### src/rtl/fpadd_sched.sv
// Two-requester round-robin scheduler in front of one shared pipelined fp16 adder.
// Optional FPADD_SCHED_STATS_EN adds per-requester grant counters (issue_cnt0/1).
module fpadd_sched #(
  parameter int LAT = 2
) (
  input  logic        CLK,
  input  logic        RST,
  input  logic        req0_valid,
  input  logic        req1_valid,
  output logic        req0_ready,
  output logic        req1_ready,
  input  logic [15:0] req0_a,
  input  logic [15:0] req0_b,
  input  logic [15:0] req1_a,
  input  logic [15:0] req1_b,
  input  logic        req0_op,
  input  logic        req1_op,
  output logic [15:0] add_a,
  output logic [15:0] add_b,
  input  logic [15:0] add_out,
  input  logic        add_ovf,
  input  logic        add_sub,
  output logic        rsp0_valid,
  output logic        rsp1_valid,
  output logic [15:0] rsp0_data,
  output logic [15:0] rsp1_data,
  output logic        rsp0_ovf,
  output logic        rsp0_sub,
  output logic        rsp1_ovf,
  output logic        rsp1_sub,
`ifdef FPADD_SCHED_STATS_EN
  output logic [15:0] issue_cnt0,
  output logic [15:0] issue_cnt1,
`endif
  output logic        busy
);

  logic           r_rr;
  logic [LAT-1:0] r_tag_v;
  logic [LAT-1:0] r_tag_id;
  logic           w_g0, w_g1;

  // rr is the preferred requester; a lone valid requester always wins.
  always_comb begin
    w_g0 = !RST && req0_valid && (!req1_valid || !r_rr);
    w_g1 = !RST && req1_valid && (!req0_valid ||  r_rr);
  end

  assign req0_ready = w_g0;
  assign req1_ready = w_g1;

  always_comb begin
    add_a = 16'h0000;
    add_b = 16'h0000;
    if (w_g0) begin
      add_a = req0_a;
      add_b = {req0_b[15] ^ req0_op, req0_b[14:0]};
    end else if (w_g1) begin
      add_a = req1_a;
      add_b = {req1_b[15] ^ req1_op, req1_b[14:0]};
    end
  end

  always_ff @(posedge CLK or posedge RST) begin
    if (RST) begin
      r_rr     <= 1'b0;
      r_tag_v  <= '0;
      r_tag_id <= '0;
    end else begin
      if (w_g0)      r_rr <= 1'b1;
      else if (w_g1) r_rr <= 1'b0;
      for (int i = LAT - 1; i > 0; i--) begin
        r_tag_v[i]  <= r_tag_v[i-1];
        r_tag_id[i] <= r_tag_id[i-1];
      end
      r_tag_v[0]  <= w_g0 | w_g1;
      r_tag_id[0] <= w_g1;
    end
  end

  // The tag leaving the shift register lines up with the adder's registered result.
  assign rsp0_valid = r_tag_v[LAT-1] & ~r_tag_id[LAT-1];
  assign rsp1_valid = r_tag_v[LAT-1] &  r_tag_id[LAT-1];
  assign rsp0_data  = rsp0_valid ? add_out : 16'h0000;
  assign rsp1_data  = rsp1_valid ? add_out : 16'h0000;
  assign rsp0_ovf   = rsp0_valid & add_ovf;
  assign rsp0_sub   = rsp0_valid & add_sub;
  assign rsp1_ovf   = rsp1_valid & add_ovf;
  assign rsp1_sub   = rsp1_valid & add_sub;
  assign busy       = |r_tag_v;

`ifdef FPADD_SCHED_STATS_EN
  logic [15:0] r_cnt0, r_cnt1;
  always_ff @(posedge CLK or posedge RST) begin
    if (RST) begin
      r_cnt0 <= 16'h0000;
      r_cnt1 <= 16'h0000;
    end else begin
      if (w_g0) r_cnt0 <= r_cnt0 + 16'h0001;
      if (w_g1) r_cnt1 <= r_cnt1 + 16'h0001;
    end
  end
  assign issue_cnt0 = r_cnt0;
  assign issue_cnt1 = r_cnt1;
`endif

endmodule

### config.mk
export PLATFORM = sky130hd
export DESIGN_NAME = fpadd_sched
export DESIGN_NICKNAME = d
export VERILOG_FILES = /design/src/rtl/fpadd_sched.sv
export SDC_FILE = /design/constraint.sdc
export NUM_CORES = 1
export LEC_CHECK = 0
export ABC_AREA = 0
export BUFFER_PORTS_ARGS = -buffer_cell sky130_fd_sc_hd__buf_4
export CAP_MARGIN = 20
export CELL_PAD_IN_SITES_DETAIL_PLACEMENT = 2
export CELL_PAD_IN_SITES_GLOBAL_PLACEMENT = 2
export CORE_MARGIN = 2
export CORE_UTILIZATION = 10
export DETAILED_ROUTE_END_ITERATION = 10
export MAX_ROUTING_LAYER = met4
export PLACE_DENSITY_LB_ADDON = 0.1
export RECOVER_POWER = 100
export SYNTH_ARGS = -nofsm -noshare
export SYNTH_HDL_FRONTEND = slang
export SYNTH_SLANG_ARGS = --single-unit
### constraint.sdc
create_clock -name CLK -period 1.2 [get_ports CLK]
set_input_delay 0.18 -clock CLK [delete_from_list [all_inputs] [get_ports CLK]]
set_output_delay 0.18 -clock CLK [all_outputs]
set_load 0.02 [all_outputs]
# Yosys cells after proc, flatten, opt, wreduce, memory -nomap -nowiden
# Cells that the tools add are included.
# op_classes
n_addsub	0
reduce_logical	12
n_lt_le_gt_ge	0
n_mul	0
muxes	8
n_eq_ne	0
shifts	0
n_div	0
bitwise	10
# ops
op	n
two-way mux 16 bit	6
bitwise AND 1 bit	6
logical AND 1 bit	4
logical NOT 1 bit	4
logical OR 1 bit	2
two-way mux 1 bit	2
nonzero test 2 bit	1
OR reduction 2 bit	1
bitwise XOR 1 bit	2
inverter 1 bit	1
bitwise OR 1 bit	1
# totals
regBits	5
mem_bits_rw	0
elab_cells	33
rom_bits	0
mem_count	0
latch_bits	0
in_bits	88

# Logic depth before layout (Yosys ltp)
# Gate-level depths: netlist of run 1.
# logic_depth
depth_word	5
ltp_mapped	4

# Worst setup path after synthesis of run 1
# OpenSTA, ideal clock, no wires.
# synth_path
path_kind	reg-to-output
start	register r_rr
end	output add_a[10]
path_slack_ps	-179
t_required_ps	1020
arrival_time_ps	1199
path_buffers	1
path_stages_with_launch	4
path_cell_list	dfrtp_1 > a211oi_4 > buf_6 > a22o_1
# synth_via
elab_chain_len	4
word_cells_on_any_way	7
# synth_lines
element	line	text
start: declaration	38	logic r_rr;
start signal: assignment	66	r_rr <= 1'b0;
start signal: assignment	70	if (w_g0) r_rr <= 1'b1;
start signal: assignment	71	else if (w_g1) r_rr <= 1'b0;
logical NOT 1 bit	45	w_g0 = !RST && req0_valid && (!req1_valid || !r_rr);
logical OR 1 bit	45	
logical AND 1 bit	45	
net req0_ready	10	output logic req0_ready,
two-way mux 16 bit	55	if (w_g0) begin
end: declaration	18	output logic [15:0] add_a,
# The timed path passes the listed nets, and every way through them passes these cells.

# Worst setup path after layout of run 1
# layout_path
start	register r_rr
end	output add_a[14]
# layout_via
elab_chain_len	4
word_cells_on_any_way	7
# layout_lines
element	line
logical OR 1 bit / logical NOT 1 bit (equally long branches)	46, 45
logical AND 1 bit / logical OR 1 bit (equally long branches)	46, 45
two-way mux 16 bit / logical AND 1 bit (equally long branches)	58, 45
two-way mux 16 bit *	55
# Mark *: on every way between the ends. The rest lies on a longest branch, timed or not.

==> results of run 1 <==
## logic make-up after synthesis
group,count (synthesis),synth area share
and+or+nand+nor,42,0.325
DFF,5,0.158
buffers and inverters,13,0.0963
AOI/OAI and AO/OA,35,0.398
xor gates and xnor gates,2,0.0221
## worst paths after layout
| kind | startpoint | endpoint | slack [ns] | cells after the start |
|---|---|---|---|---|
| setup / recovery | r_rr | add_a[14] | -0.50 | 5 |
| hold / removal | RST | r_tag_v[0] | 0.16 | 2 |
| setup reg to reg | r_rr | r_rr | 0.01 | 4 |
| hold reg to reg | r_tag_id[0] | r_tag_id[1] | 0.35 | 0 |
| max in group asynchronous | RST | r_tag_id[1] | 0.34 | 4 |
| min in group asynchronous | RST | r_tag_v[0] | 0.60 | 4 |
## Yosys cell counts, drive strengths merged
| cell type | instances |
|---|---|
| nand2b | 1 |
| dfrtp | 5 |
| o21ai | 1 |
| inv | 2 |
| and2 | 19 |
| or2 | 1 |
| a22o | 32 |
| o211a | 1 |
| buf | 7 |
| clkbuf | 4 |
| a211oi | 1 |
| and3 | 18 |
| nor2 | 2 |
| nor2b | 1 |
| xor2 | 2 |
## layout make-up
type	count	share of cell area
flip-flops and latches	5	0.0394
repair buffers	190	0.596
multi-input cells	79	0.309
inverters	2	0.00234
clock buffers	4	0.0140
well taps	102	0.0398
## routing by layer
layer | vias to the layer above | global-route usage | part of all wire
li1 | 738 | - | -
met1 | 749 | 0.174 | 0.37
met2 | 96 | 0.294 | 0.53
met5 | - | - | 0
met4 | 0 | 0.0184 | 0.0032
met3 | 3 | 0.0483 | 0.093
## sequential cells by signal (all words and copies together) (netlist names)
register  count
r_tag_v       2
r_rr          1
r_tag_id      2
## per-stage QoR
step	instances	setup slack [ns]
6_report	382	-0.505
5_1_grt	382	-0.566
4_1_cts	378	-0.499
3_5_place_dp	360	-0.277
3_3_place_gp	360	-0.244
2_1_floorplan	97	-0.150
## power by group through the flow
stage          clock (mW)  combinational, mW  sequential (mW)
2_1_floorplan           0              0.482            0.192
3_3_place_gp            0               1.00            0.194
3_5_place_dp            0               1.01            0.195
4_1_cts             0.335               1.31            0.197
5_1_grt             0.348               1.40            0.198
6_report            0.324               1.33            0.197
## repair_timing
item | CTS | global route
buffers inserted | 6 | 4
endpoints found under the setup margin | 74 | 74
resized for setup | 136 | 5
hold buffers | 1 | 0
pin swaps | 22 | 9
endpoints found under the hold margin | 5 | 0
gates cloned | 7 | 1
==> flow_metrics.env, run 1 <==
export IMPL_cts_buffer_depth=2
export IMPL_final_seq_area_um2=126
export IMPL_wire_per_inst_um=18.3
export IMPL_ir_worst_vdd_mv=0.211
export IMPL_cp_end_kind="primary output"
export IMPL_fp_coreArea_mm2=0.00769
export IMPL_status="finished, violations left"
export IMPL_synth_top_cell_by_area="a22o_1"
export IMPL_ys_seq_area_frac=0.158
export IMPL_num_rows=32
export IMPL_setup_ws_ns=-0.505
export IMPL_drtIter0Drc=19
export IMPL_crit_chain="a211oi_4, buf_6, buf_12, a22o_1, buf_6"
export IMPL_overflow=0
export IMPL_fmax_mhz=587
export IMPL_drv_slew=0
export IMPL_cts_buffers=3
export IMPL_path_buf_inv=3
export IMPL_holdWs_ns=0.156
export IMPL_final_core_util=0.417
export IMPL_synth_top_area_share=0.354
export IMPL_fin_setup_tns_ns=-23.79
export IMPL_grt_max_degree=24
export IMPL_die_area_mm2=0.00865
export IMPL_avgViaCountPerCell=4.15
export IMPL_violations="setup timing"
export IMPL_antenna_found_initial=0
export IMPL_final_common_cell="buf_4"
export IMPL_worst_path_most_repeated_cell="buf_6"
export IMPL_combPwrFrac=0.718
export IMPL_placed_area_mm2=0.00242
export IMPL_setup_viol=73
export IMPL_synth_area_top_cells="a22o_1, dfrtp_1, and2_1, and3_1, buf_6"
export IMPL_max_slew_margin=0.791
export IMPL_drt_pass1_iter_count=4
export IMPL_crit_slowest_cell="dfrtp_1"
export IMPL_vias=1586
export IMPL_worst_setup_path_type="flip-flop to primary output"
export IMPL_diodes=0
export IMPL_crit_required_ns=1.02
export IMPL_floorplan_initialDensity=0.103
export IMPL_design_power_total_mw=1.85
export IMPL_post_route_period_util=1.42
export IMPL_hold_viol_final=0
export IMPL_drive_gt1_frac=0.932
export IMPL_ioPinCount=161
export IMPL_pwr_share_clk=0.175
export IMPL_powerDensity_mw_per_mm2=577
export IMPL_avgSynthCellArea_um2=8.17
export IMPL_path_clk_slew_ns=0.04
export IMPL_rsz0062_at_grt="true"
export IMPL_final_cell_mix="buf_4, buf_6, a22o_4"
export IMPL_arrival_ns=1.52
export IMPL_grt_pass1_vias=1854
export IMPL_fill_cells=822
export IMPL_clock_latency_ns=0.23
export IMPL_gp_congestion=0.739
export IMPL_swShare=0.350
export IMPL_ys_warn_count=0
export IMPL_hpwlAfterDp_um=4990
export IMPL_synthesis_area_um2=792
export IMPL_worstHoldPathType="input port to flip-flop"
export IMPL_synthCells=97
export IMPL_grt_pass1_wl_um=10400
export IMPL_die_h_um=93.0
export IMPL_clock_tree_root_cell="clkbuf_8"
export IMPL_cts_htree_levels=1
export IMPL_crit_family="compound AO/OA/AOI/OAI gates"
export IMPL_ys_ff_latch=5
export IMPL_cp_slowest_stage_delay_ns=0.41
export IMPL_cts_tree="yes"
export IMPL_period_needed_ns=1.70
export IMPL_tightestPinTransition_ns=0.313
export IMPL_power_switching_mw=0.647
export IMPL_area_delta_synth_final_pct=305
export IMPL_p_leak_nw=1.63
export IMPL_internal_power_mw=1.20
export IMPL_start_kind="flip-flop"
export IMPL_io_buffers=160
export IMPL_drv_cap=0
export IMPL_drc_errors=0
export IMPL_design_area_mm2=0.00321
export IMPL_fin_skew_ns=0.00209
export IMPL_seq_power_share=0.107
export IMPL_synth_cell_type_count=17
export IMPL_multiInputGateArea_um2=991
export IMPL_synthesis_nets=185
export IMPL_die_width_um=93.0
export IMPL_fin_nets=369
export IMPL_cts_sinks=5
export IMPL_crit_fanout=6
export IMPL_ant_nets=0
export IMPL_drt_total_wl_um=6980
export IMPL_track_usage=0.159
No activity file was read; power rests on OpenSTA's default activity.
==> run 2, diff against run 1 <==
==> constraint.sdc (replaced) <==
create_clock -name CLK -period 2 [get_ports CLK]
set_input_delay 0.3 -clock CLK [delete_from_list [all_inputs] [get_ports CLK]]
set_output_delay 0.3 -clock CLK [all_outputs]
set_load 0.02 [all_outputs]
==> run 2 against run 1 <==
The flow now finishes without violations. Routed wire length fell by 26%. Non-clock buffer count shrank 24. Design area down 38%. Cell count fell by 6.3%. Core utilization fell by 16 points. Count of clock-buffer cells in the layout did not move. Critical path type unchanged. Critical endpoint is now add_a[7]. Via count decreased by 6.9%. First-iteration DRC count grew 42%. Power is 58% lower. Hold slack improved by 0.19 ns. Global-route usage fell by 4.5 points.
==> flow_metrics.env, run 2 (synthesized netlist as in run 1, its figures left out) <==
export IMPL_crit_required_ns=1.70
export IMPL_gp_congestion=0.661
export IMPL_setup_viol=0
export IMPL_post_route_period_util=0.922
export IMPL_drv_slew=0
export IMPL_cts_buffer_depth=2
export IMPL_drtIter0Drc=27
export IMPL_drt_total_wl_um=5170
export IMPL_clock_latency_ns=0.21
export IMPL_crit_cells=4
export IMPL_powerDensity_mw_per_mm2=386
export IMPL_final_common_cell="buf_4"
export IMPL_fmax_mhz=542
export IMPL_avgViaCountPerCell=4.12
export IMPL_max_slew_margin=0.788
export IMPL_cp_end_kind="primary output"
export IMPL_cts_buffers=3
export IMPL_drc_errors=0
export IMPL_r2r_slack_ns=0.92
export IMPL_holdWs_ns=0.344
export IMPL_wire_per_inst_um=14.4
export IMPL_drive_gt1_frac=0.512
export IMPL_num_rows=32
export IMPL_diodes=0
export IMPL_antenna_found_initial=0
export IMPL_fin_setup_tns_ns=0
export IMPL_p_leak_nw=1.07
export IMPL_ant_nets=0
export IMPL_setup_worst_path_start="r_rr"
export IMPL_die_area_mm2=0.00865
export IMPL_ir_worst_vdd_mv=0.119
export IMPL_worst_setup_path_type="flip-flop to primary output"
export IMPL_fin_skew_ns=0.000220
export IMPL_largestRegisters="r_tag_id: 2 flops, r_tag_v: 2 flops, r_rr: 1 flops"
export IMPL_floorplan_initialDensity=0.103
export IMPL_grt_pass1_vias=1570
export IMPL_crit_chain="a211oi_4, buf_12, a22o_1, clkbuf_1"
export IMPL_drv_cap=0
export IMPL_tightestPinTransition_ns=0.318
export IMPL_track_usage=0.114
export IMPL_overflow=0
export IMPL_arrival_ns=1.54
export IMPL_rsz0062_at_grt="false"
export IMPL_fp_coreArea_mm2=0.00769
export IMPL_grt_max_degree=35
export IMPL_reg2reg_depth=3
export IMPL_start_kind="flip-flop"
export IMPL_die_h_um=93.0
export IMPL_timing_rr_end="r_rr"
export IMPL_crit_end="add_a[7]"
export IMPL_die_width_um=93.0
export IMPL_period_needed_ns=1.84
export IMPL_cts_sinks=5
export IMPL_clock_tree_root_cell="clkbuf_8"
export IMPL_hold_viol_final=0
export IMPL_crit_family="buffers and inverters"
export IMPL_vias=1476
export IMPL_worstHoldPathType="input port to flip-flop"
export IMPL_timing_rr_start="r_rr"
export IMPL_fin_nets=345
export IMPL_crit_slowest_cell="dfrtp_1"
export IMPL_hpwlAfterDp_um=4290
export IMPL_cts_tree="yes"
export IMPL_ioPinCount=161
export IMPL_crit_fanout=34
export IMPL_path_buf_inv=2
export IMPL_cts_htree_levels=1
export IMPL_final_cell_mix="buf_4, clkbuf_1, a22o_1"
export IMPL_path_clk_slew_ns=0.03
export IMPL_grt_pass1_wl_um=7710
export IMPL_drt_pass1_iter_count=4
export IMPL_area_delta_synth_final_pct=153
export IMPL_status="finished, final reports clean"
export IMPL_io_buffers=160
export IMPL_cp_slowest_stage_delay_ns=0.41
-- run 2: changes by cell type in the layout (fill, tap and decap cells not counted), sizes merged --
| cell | previous run | this run |
|---|---|---|
| buf | 186 | 119 |
| clkbuf | 7 | 50 |
-- run 2: cell type report --
type / instances / area [um^2]
clock buffers: 4 / 45.0
fillers: 961 / 5680
inverters: 2 / 7.51
multi-input cells: 79 / 591
flip-flops and latches: 5 / 125
well taps: 102 / 128
repair buffers: 166 / 1110
-- run 2: per-layer routing --
layer,up-vias,track usage,share of wire
met3,2,0.0314,0.13
met5,-,-,0
met2,120,0.180,0.44
met1,671,0.149,0.43
li1,683,-,-
met4,0,0.0221,0.0052
-- run 2: where the power goes --
part | internal (mW) | switching, mW
Clock | 0.136 | 0.0435
Sequential | 0.109 | 0.00664
Combinational | 0.239 | 0.239
Total | 0.484 | 0.289
-- run 2: timing repair --
action / in CTS / in global routing
setup buffers: 0 / 0
hold endpoints to repair: 5 / 0
setup endpoints to repair: 0 / 0
hold buffers: 1 / 0
gates resized for setup: 0 / 0
-- run 2: worst min path at each step --
stage	start	end	slack, ns	cells after the start
2_1_floorplan	RST	r_rr	0.06	1
3_3_place_gp	RST	r_rr	0.21	2
3_5_place_dp	RST	r_rr	0.22	2
4_1_cts	RST	r_tag_v[0]	0.30	2
5_1_grt	r_tag_id[0]	r_tag_id[1]	0.38	0
6_report	req0_valid	r_tag_v[0]	0.34	3
-- run 2: metrics by stage --
step           power (mW)  setup WS (ns)  std cells  area [um^2]   util
2_1_floorplan       0.345          0.501         97          792      -
5_1_grt             0.832         0.0817        358         2000  0.261
4_1_cts             0.829          0.224        358         2170  0.282
3_3_place_gp        0.640          0.420        353         2110  0.275
3_5_place_dp        0.642          0.403        353         2110  0.275
6_report            0.774          0.156        358         2000  0.261
-- run 2: tightest hold or removal path, stage by stage --
cell and delay, ns:
buf_4 0.08, nor2_1 0.05, nor2_1 0.08
